`src/rtl/writeback_regfile.sv`:
```
// writeback_regfile: writeback select, 31x32 register file (x0 hardwired to
// zero) with one write port and two combinational read ports, plus a counter
// of retired valid instructions.
// Optional feature: define WB_BYPASS_EN for write-through reads. When it is
// defined, a read of the register being written this cycle returns wb_data.
// When it is undefined, that read returns the value stored before the write.
module writeback_regfile #(
  parameter int RET_W = 32
) (
  input  logic             clk,
  input  logic             rst,
  input  logic             wb_valid,
  input  logic             wb_reg_en,
  input  logic [4:0]       wb_rd,
  input  logic [1:0]       mem_reg_in,
  input  logic [31:0]      alu_res_in,
  input  logic [31:0]      wrap_load_in,
  input  logic [31:0]      next_sel_addr_in,
  input  logic [4:0]       rs1_addr,
  input  logic [4:0]       rs2_addr,
  output logic [31:0]      rs1_data,
  output logic [31:0]      rs2_data,
  output logic [31:0]      wb_data,
  output logic [RET_W-1:0] retired
);

  // x0 is not stored; entries 1..31 hold the architectural registers.
  logic [31:0]      regs_q [1:31];
  logic [RET_W-1:0] retired_q;
  logic [RET_W-1:0] retired_d;
  logic             wr_en_s;

  // The write only happens for a real instruction with a nonzero destination.
  assign wr_en_s = wb_valid & wb_reg_en & (wb_rd != 5'd0);

  // Writeback source mux. The reserved select drives a defined zero.
  always_comb begin
    wb_data = 32'h0000_0000;
    case (mem_reg_in)
      2'b00:   wb_data = alu_res_in;
      2'b01:   wb_data = wrap_load_in;
      2'b10:   wb_data = next_sel_addr_in;
      2'b11:   wb_data = 32'h0000_0000;
      default: wb_data = 32'h0000_0000;
    endcase
  end

  // Read port 1. It returns zero for x0, then checks the optional
  // write-through path, then falls back to the stored value.
  always_comb begin
    rs1_data = 32'h0000_0000;
    if (rs1_addr == 5'd0) begin
      rs1_data = 32'h0000_0000;
`ifdef WB_BYPASS_EN
    end else if (wr_en_s && (rs1_addr == wb_rd)) begin
      rs1_data = wb_data;
`endif
    end else begin
      rs1_data = regs_q[rs1_addr];
    end
  end

  // Read port 2. It is identical to port 1, so both ports agree on the same index.
  always_comb begin
    rs2_data = 32'h0000_0000;
    if (rs2_addr == 5'd0) begin
      rs2_data = 32'h0000_0000;
`ifdef WB_BYPASS_EN
    end else if (wr_en_s && (rs2_addr == wb_rd)) begin
      rs2_data = wb_data;
`endif
    end else begin
      rs2_data = regs_q[rs2_addr];
    end
  end

  // Next value of the retired counter. Every valid slot counts, even with no
  // register write, and the count wraps naturally.
  always_comb begin
    retired_d = retired_q;
    if (wb_valid) begin
      retired_d = retired_q + {{(RET_W-1){1'b0}}, 1'b1};
    end else begin
      retired_d = retired_q;
    end
  end

  // Register array update. Reset wins over a write in the same cycle.
  always_ff @(posedge clk) begin
    if (rst) begin
      for (int i = 1; i < 32; i++) begin
        regs_q[i] <= 32'h0000_0000;
      end
    end else if (wr_en_s) begin
      regs_q[wb_rd] <= wb_data;
    end
  end

  // Retired counter register. Reset discards that cycle's increment.
  always_ff @(posedge clk) begin
    if (rst) begin
      retired_q <= '0;
    end else begin
      retired_q <= retired_d;
    end
  end

  assign retired = retired_q;

endmodule

```
`config.mk`:
```
export PLATFORM = sky130hd
export DESIGN_NAME = writeback_regfile
export DESIGN_NICKNAME = d
export VERILOG_FILES = /design/src/rtl/writeback_regfile.sv
export SDC_FILE = /design/constraint.sdc
export NUM_CORES = 2
export LEC_CHECK = 0
export CAP_MARGIN = 20
export CELL_PAD_IN_SITES_DETAIL_PLACEMENT = 0
export CELL_PAD_IN_SITES_GLOBAL_PLACEMENT = 2
export CORE_ASPECT_RATIO = 1.4
export CORE_MARGIN = 2
export CORE_UTILIZATION = 25
export CTS_CLUSTER_SIZE = 30
export DETAILED_ROUTE_END_ITERATION = 16
export PLACE_DENSITY_LB_ADDON = 0.25
export SLEW_MARGIN = 20
export SYNTH_ARGS = -nofsm -noshare
export SYNTH_HDL_FRONTEND = slang
export SYNTH_SLANG_ARGS = --single-unit
```
`constraint.sdc`:
```
create_clock -name clk -period 3.3 [get_ports clk]
set_clock_uncertainty 0.05 [all_clocks]
set_input_delay 0.495 -clock clk [delete_from_list [all_inputs] [get_ports clk]]
set_output_delay 0.495 -clock clk [all_outputs]
set_load 0.02 [all_outputs]
```
# Yosys cells after proc, flatten, opt, wreduce, memory -nomap -nowiden
# Memories as Yosys holds them, arrays and structs flattened.
# Cells that the tools add are included.
word_totals:
  inputBits: 117
  wordCells: 24
  n_memories: 1
  ram_bits: 992
  output_inout_bits: 128
  ff_bits: 32
memory_table:
  columns: ["name", "words", "width", "read_ports", "rd_ports_with_merged_regs", "write_ports", "line_no", "rtl"]
  rows:
  - ["regs_q", 31, 32, 2, 0, 31, "28", "logic [31:0] regs_q [1:31];"]
classes:
  addsub: 1
  n_reduce_logical: 5
  n_mux: 11
  n_eq_ne: 3
  bitwise_logic: 2
op_table:
  columns: ["operator", "count"]
  rows:
  - ["32-bit one-hot mux with 4 select lines", 1]
  - ["32-bit 2-to-1 mux", 3]
  - ["32-bit by 1-bit adder with 32-bit output (second input constant)", 1]
  - ["32-bit OR reduction", 1]
  - ["5-bit zero test", 2]
  - ["1-bit 2-to-1 mux", 6]
  - ["5-bit 2-to-1 mux", 1]
  - ["5-bit nonzero test", 1]
  - ["2-bit equality test (second input constant)", 2]
  - ["1-bit bitwise AND", 2]
  - ["2-bit by 1-bit equality test with 1-bit output (second input constant)", 1]
  - ["2-bit zero test", 1]

# Logic depth before layout (Yosys ltp)
logic_depth:
  word_depth: 7
  depth_mapped: 7
  ltp_nobuf: 5

# Worst setup path after synthesis
# No wires, ideal clock.
synth_timing:
  kind: "input port to flip-flop"
  startpoint: "in wb_rd[0]"
  endpoint: "mem regs_q[6][0] (enable)"
  setup_ps: 394
  path_buffers: 0
  t_required_ps: 2856
  arrival_ps: 2165
  cell_stages: 4
  setup_slack_ps: 691
  cell_sequence: "or3b_2 nor2_2 nand2_1 nand2b_1"
synth_rtl:
  columns: ["element", "line_no", "rtl"]
  rows:
  - ["start, declared", "14", "input logic [4:0] wb_rd,"]
  - ["end, declared", "28", null]

# Worst setup path after layout
layout_timing:
  startpoint: "in rs1_addr[1]"
  endpoint: "out rs1_data[20]"
layout_via:
  elab_chain_cells: 2
  elab_cells_between_ends: 3
  cone_classes: "1 x mux; 1 x reduce/logical; 1 x memory"
layout_lines:
  columns: ["element", "line_no", "rtl"]
  rows:
  - ["start, declared", "19", "input logic [4:0] rs1_addr,"]
  - ["memory read 31 x 32 bit / 5-bit zero test (equally long branches)", null, null]
  - ["32-bit 2-to-1 mux *", "52", "if (rs1_addr == 5'd0) begin"]
  - ["end, declared", "21", "output logic [31:0] rs1_data,"]
# Mark *: on every way between the ends. The rest lies on a longest branch, timed or not.

==> impl.org <==
** Route
- Topmost layer with routed signal wires :: met4
- DR DRC count :: 0
- For this block, the via count after detailed routing is ~40000.
- Routed met1 length :: a little under 100 mm
- For this run, the detailed router's first-pass iteration total came to 6.
- In the final routed layout, each cell accounts on average for around 33 um.
- After detailed routing, the number of vias per cell comes to roughly 5.2.
- The routed design uses between 10 and 15 mm of met3 wire.
- First-iteration detailed-routing DRC count :: ~3700
- The final layout contains routed wiring with a total length of between 200 and 250 mm.
- Summed over all nets, wire length on met2 after detailed routing comes to 124 mm.
- Post-detailed-route count of antenna-violating nets :: 0

** STA
- Setup violations remaining at the end of the flow were counted as 1.
- At the pin with the least slew margin, the transition time is ~790 ps.
- Counting I/O delays and the setup requirement, the final critical path takes between 3000 and 4000 ps.
- The worst pin sits at a relative slew slack of 0.474.
- Fin. max-slew vios :: 0
- Hold Violations, Final :: 0
- Part of the cycle the worst path needs :: 1.01
- Max frequency :: ~0.30 GHz
- Worst Slack Setup Final :: -49.0 ps

** Outcome
- The run finished, with violations left.
- The final reports fail on setup timing.

** Placed design
- Dpl hpwl :: around 160 mm
- RePlAce Congestion :: 0.854
- In this run, placement finished with an instance count of between 7000 and 8000.
- IO Port Bufs :: approximately 240

** Layout
- The net count of the finished layout is between 4000 and 5000.
- At the end of the flow the core is filled with cells to 0.320.
- Share of cells above drive strength 1 :: 0.336
- After the flow finishes, the layout carries non-filler instances totaling 7508.
- Fill cells in the final layout number 21600.
- Area added between synthesis and finish :: 27.4%

** Setup path
- STA classifies the critical path startpoint as a primary input.
- The critical path is of the primary input to primary output type.
- Logic depth of the worst setup path including buffers :: 10
- Grouping stages by cell kind, the critical path spends the most delay in buffers and inverters.
- Traced cell by cell, the critical path runs through buf_12, buf_12, buf_12, buf_4, mux4_2, mux2_2, o21ai_1, buf_4, a311oi_1, buf_4.
- Along the worst path, the maximum fanout reaches 17.
- Number of buffer and inverter stages on the critical path :: 6
- WP data arrival :: 2800 ps
- STA classifies the critical path endpoint as a primary output.
- Slowest CP cell :: sky130_fd_sc_hd__a311oi_1
- STA puts the critical path data required time at 2750 ps.
- The number of cells on the worst reg-to-reg path is 4.
- Highest cell delay on the worst timing path :: between 600 and 700 ps

** Floorplan
- Initial Util :: 0.251
- Cell row count :: 203
- Measured along the x axis, the die boundary spans 400 um.
- Die height :: roughly 560 um
- I/O pin total :: 245
- The core region is roughly 220000 um2.
- The floorplan step defined a die boundary enclosing about 220000 um2.

** Yosys
- For this run, the leading register cell type out of synthesis is sky130_fd_sc_hd__edfxtp_1.
- Most common cell in the synthesized netlist :: sky130_fd_sc_hd__nor2_1
- Top post-synthesis cells by area :: sky130_fd_sc_hd__edfxtp_1, sky130_fd_sc_hd__mux4_2, sky130_fd_sc_hd__nor2_1, sky130_fd_sc_hd__mux2i_1, sky130_fd_sc_hd__buf_2
- Average cell area after synthesis :: approximately 14 um2
- The commonest cells after synthesis are sky130_fd_sc_hd__nor2_1, sky130_fd_sc_hd__edfxtp_1, sky130_fd_sc_hd__mux4_2, sky130_fd_sc_hd__buf_2, sky130_fd_sc_hd__mux2i_1.
- In the synthesized netlist the async set-or-reset flop fraction comes to 0.
- Synthesized area :: 54800 um2
- During synthesis, Yosys emitted a total of 0 warnings.
- Yosys mapped a number of flops with a built-in enable equal to around 1000.
- Share of synthesized area occupied by flip-flops and latches :: 0.573
- Seq cells post-synth :: roughly 1100
- The largest total area in the synthesized netlist belongs to sky130_fd_sc_hd__edfxtp_1.
- After technology mapping, the gate count stands at ~4000.
- In this run, distinct cell masters in the synthesized netlist total 52.
- Yosys top cell area share :: 0.561

** Clock network
- Clock slew at reported path FFs :: roughly 60 ps
- TritonCTS built the clock tree.
- Number of sinks handled by clock tree synthesis :: 1056
- Maximum root-to-sink buffer count :: 3
- Clk_lat worst skew :: between 700 and 800 ps
- Buffer cell driving the clock tree root :: sky130_fd_sc_hd__clkbuf_16
- Clock tree synthesis inserted a total of approximately 130 buffers.
- CTS built an H-tree with a depth of 4.

** Global route
- Initial antenna violation count :: 5
- Wire length of the first global-routing pass :: between 300 and 400 mm
- In the global route stage, overall resource usage came out at 0.218.
- After global routing the overflow that remains totals 0.
- Vias in the first global route :: ~41000
- Largest net degree at the start of global routing :: 65

** Min path
- Worst Hold Path Cells :: 3
- The path class of the tightest hold or removal check is primary input to flip-flop.

** Pwr
- For this design the static power due to leakage is 0.0240 uW.
- The design draws between 30000 and 40000 uW.
- Power spread over the standard cell area amounts to around 520 nW/um2.
- Largest vdd supply drop :: around 0.54 mV

** Flow run
- Maximum capacitance violations :: 0
report_power, final:
part / switching, uW / total [uW] / leakage [uW] / internal, uW
sequential: 371 / 15800 / 0.00999 / 15400
clock: 5980 / 14600 / 0.00206 / 8570
combinational: 3300 / 5750 / 0.0119 / 2460
total: 9650 / 36100 / 0.0240 / 26400
tightest hold or removal path, cell delays in order:
cell	delay, ps
sky130_fd_sc_hd__buf_2	110
sky130_fd_sc_hd__buf_4	350
sky130_fd_sc_hd__nor2_1	170
layer usage:
| layer | GRT usage | vias to the layer above |
|---|---|---|
| met1 | 0.271 | 20900 |
| met2 | 0.378 | 1464 |
| li1 | - | 16300 |
| met4 | 0.0897 | 0 |
| met5 | 0 | - |
| met3 | 0.0300 | 344 |
layout make-up:
type / count / area, um2 / share of cell area
flip-flops and latches: 1056 / 31400 / 0.449
diodes: 1 / 2.50 / 0.0000358
clock inverters: 70 / 581 / 0.00831
clock buffers: 167 / 3660 / 0.0523
repair buffers: 824 / 8320 / 0.119
inverters: 38 / 148 / 0.00211
well taps: 2870 / 3590 / 0.0514
multi-input cells: 2482 / 22200 / 0.317
final timing paths:
kind | startpoint | to | slack, ps
max | rs1_addr[1] | rs1_data[20] | -50
min | rst | retired[3]$_SDFFE_PP0P_ | 340
max reg2reg | retired[3]$_SDFFE_PP0P_ | retired[31]$_SDFFE_PP0P_ | 1210
min reg2reg | retired[16]$_SDFFE_PP0P_ | retired[16]$_SDFFE_PP0P_ | 450
what timing repair did:
item                                    4_1_cts  5_1_grt
hold buffers                                  0        0
setup buffers                                 5        0
cloned                                        1        0
pin swaps                                    10        2
endpoints found under the setup margin       53       20
gates resized for setup                     112       32
cells by family (layout without fill, tap and decap cells):
family,after synthesis,in the layout,share of synthesized area
AND/OR/NAND/NOR,1358,1358,0.102
flip-flops,1056,1056,0.573
multiplexers,674,674,0.227
buffers and inverters,459,1099,0.0442
AO/OA/AOI/OAI,407,407,0.0524
XOR/XNOR,10,10,0.00160
adder cells (fa/ha/maj),1,1,0.000228
other,1,33,0.0000684
sequential cells by signal, indices dropped and copies added (netlist names):
register and cells:
regs_q 1024, retired 32
stage by stage:
| stage | instance area, um2 | TNS, ps | setup slack, ps | hold slack, ps |
|---|---|---|---|---|
| 6_report | 69800 | -49.0 | -49.0 | 342 |
| 5_1_grt | 69800 | -2.22 | -2.22 | 368 |
| 4_1_cts | 69700 | -0.665 | -0.665 | 294 |
| 3_5_place_dp | 65000 | -6110 | -528 | 429 |
| 3_3_place_gp | 64900 | -6540 | -488 | 442 |
| 2_1_floorplan | 54900 | 0 | 691 | 509 |
cell usage in the layout (no fill, tap or decap), types with 9 or more instances in the layout:
cell                              Yosys  routed
sky130_fd_sc_hd__a211oi_1            64      41
sky130_fd_sc_hd__a211oi_2             0      17
sky130_fd_sc_hd__a21oi_1             52      20
sky130_fd_sc_hd__a21oi_4              0      32
sky130_fd_sc_hd__a221oi_1            15      15
sky130_fd_sc_hd__a22oi_1             64      62
sky130_fd_sc_hd__a311oi_1            64      48
sky130_fd_sc_hd__a311oi_2             0      13
sky130_fd_sc_hd__buf_12               1     122
sky130_fd_sc_hd__buf_4               51     495
sky130_fd_sc_hd__buf_6               35      16
sky130_fd_sc_hd__bufinv_16            0      10
sky130_fd_sc_hd__clkbuf_1           153      23
sky130_fd_sc_hd__clkbuf_16            0     141
sky130_fd_sc_hd__clkdlybuf4s50_1      0     163
sky130_fd_sc_hd__clkinv_1             0      41
sky130_fd_sc_hd__clkinv_2             0      12
sky130_fd_sc_hd__conb_1               1      32
sky130_fd_sc_hd__dfxtp_1             32      32
sky130_fd_sc_hd__edfxtp_1          1024    1024
sky130_fd_sc_hd__inv_2               32      30
sky130_fd_sc_hd__mux2_2              65      56
sky130_fd_sc_hd__mux2_4               0       9
sky130_fd_sc_hd__mux2i_1            161     161
sky130_fd_sc_hd__mux4_2             448     448
sky130_fd_sc_hd__nand2_1            142     111
sky130_fd_sc_hd__nand2_2              0      31
sky130_fd_sc_hd__nand2b_2             0      33
sky130_fd_sc_hd__nand4_1              9       9
sky130_fd_sc_hd__nor2_1            1041    1039
sky130_fd_sc_hd__nor2b_1             69      65
sky130_fd_sc_hd__o2111ai_1           49      45
sky130_fd_sc_hd__o21ai_0             11      10
sky130_fd_sc_hd__o21ai_1             75      54
sky130_fd_sc_hd__o21ai_2              0      19
sky130_fd_sc_hd__o31ai_1             13      13
sky130_fd_sc_hd__or4_1               13      13
(Power assumes the default switching activity.)
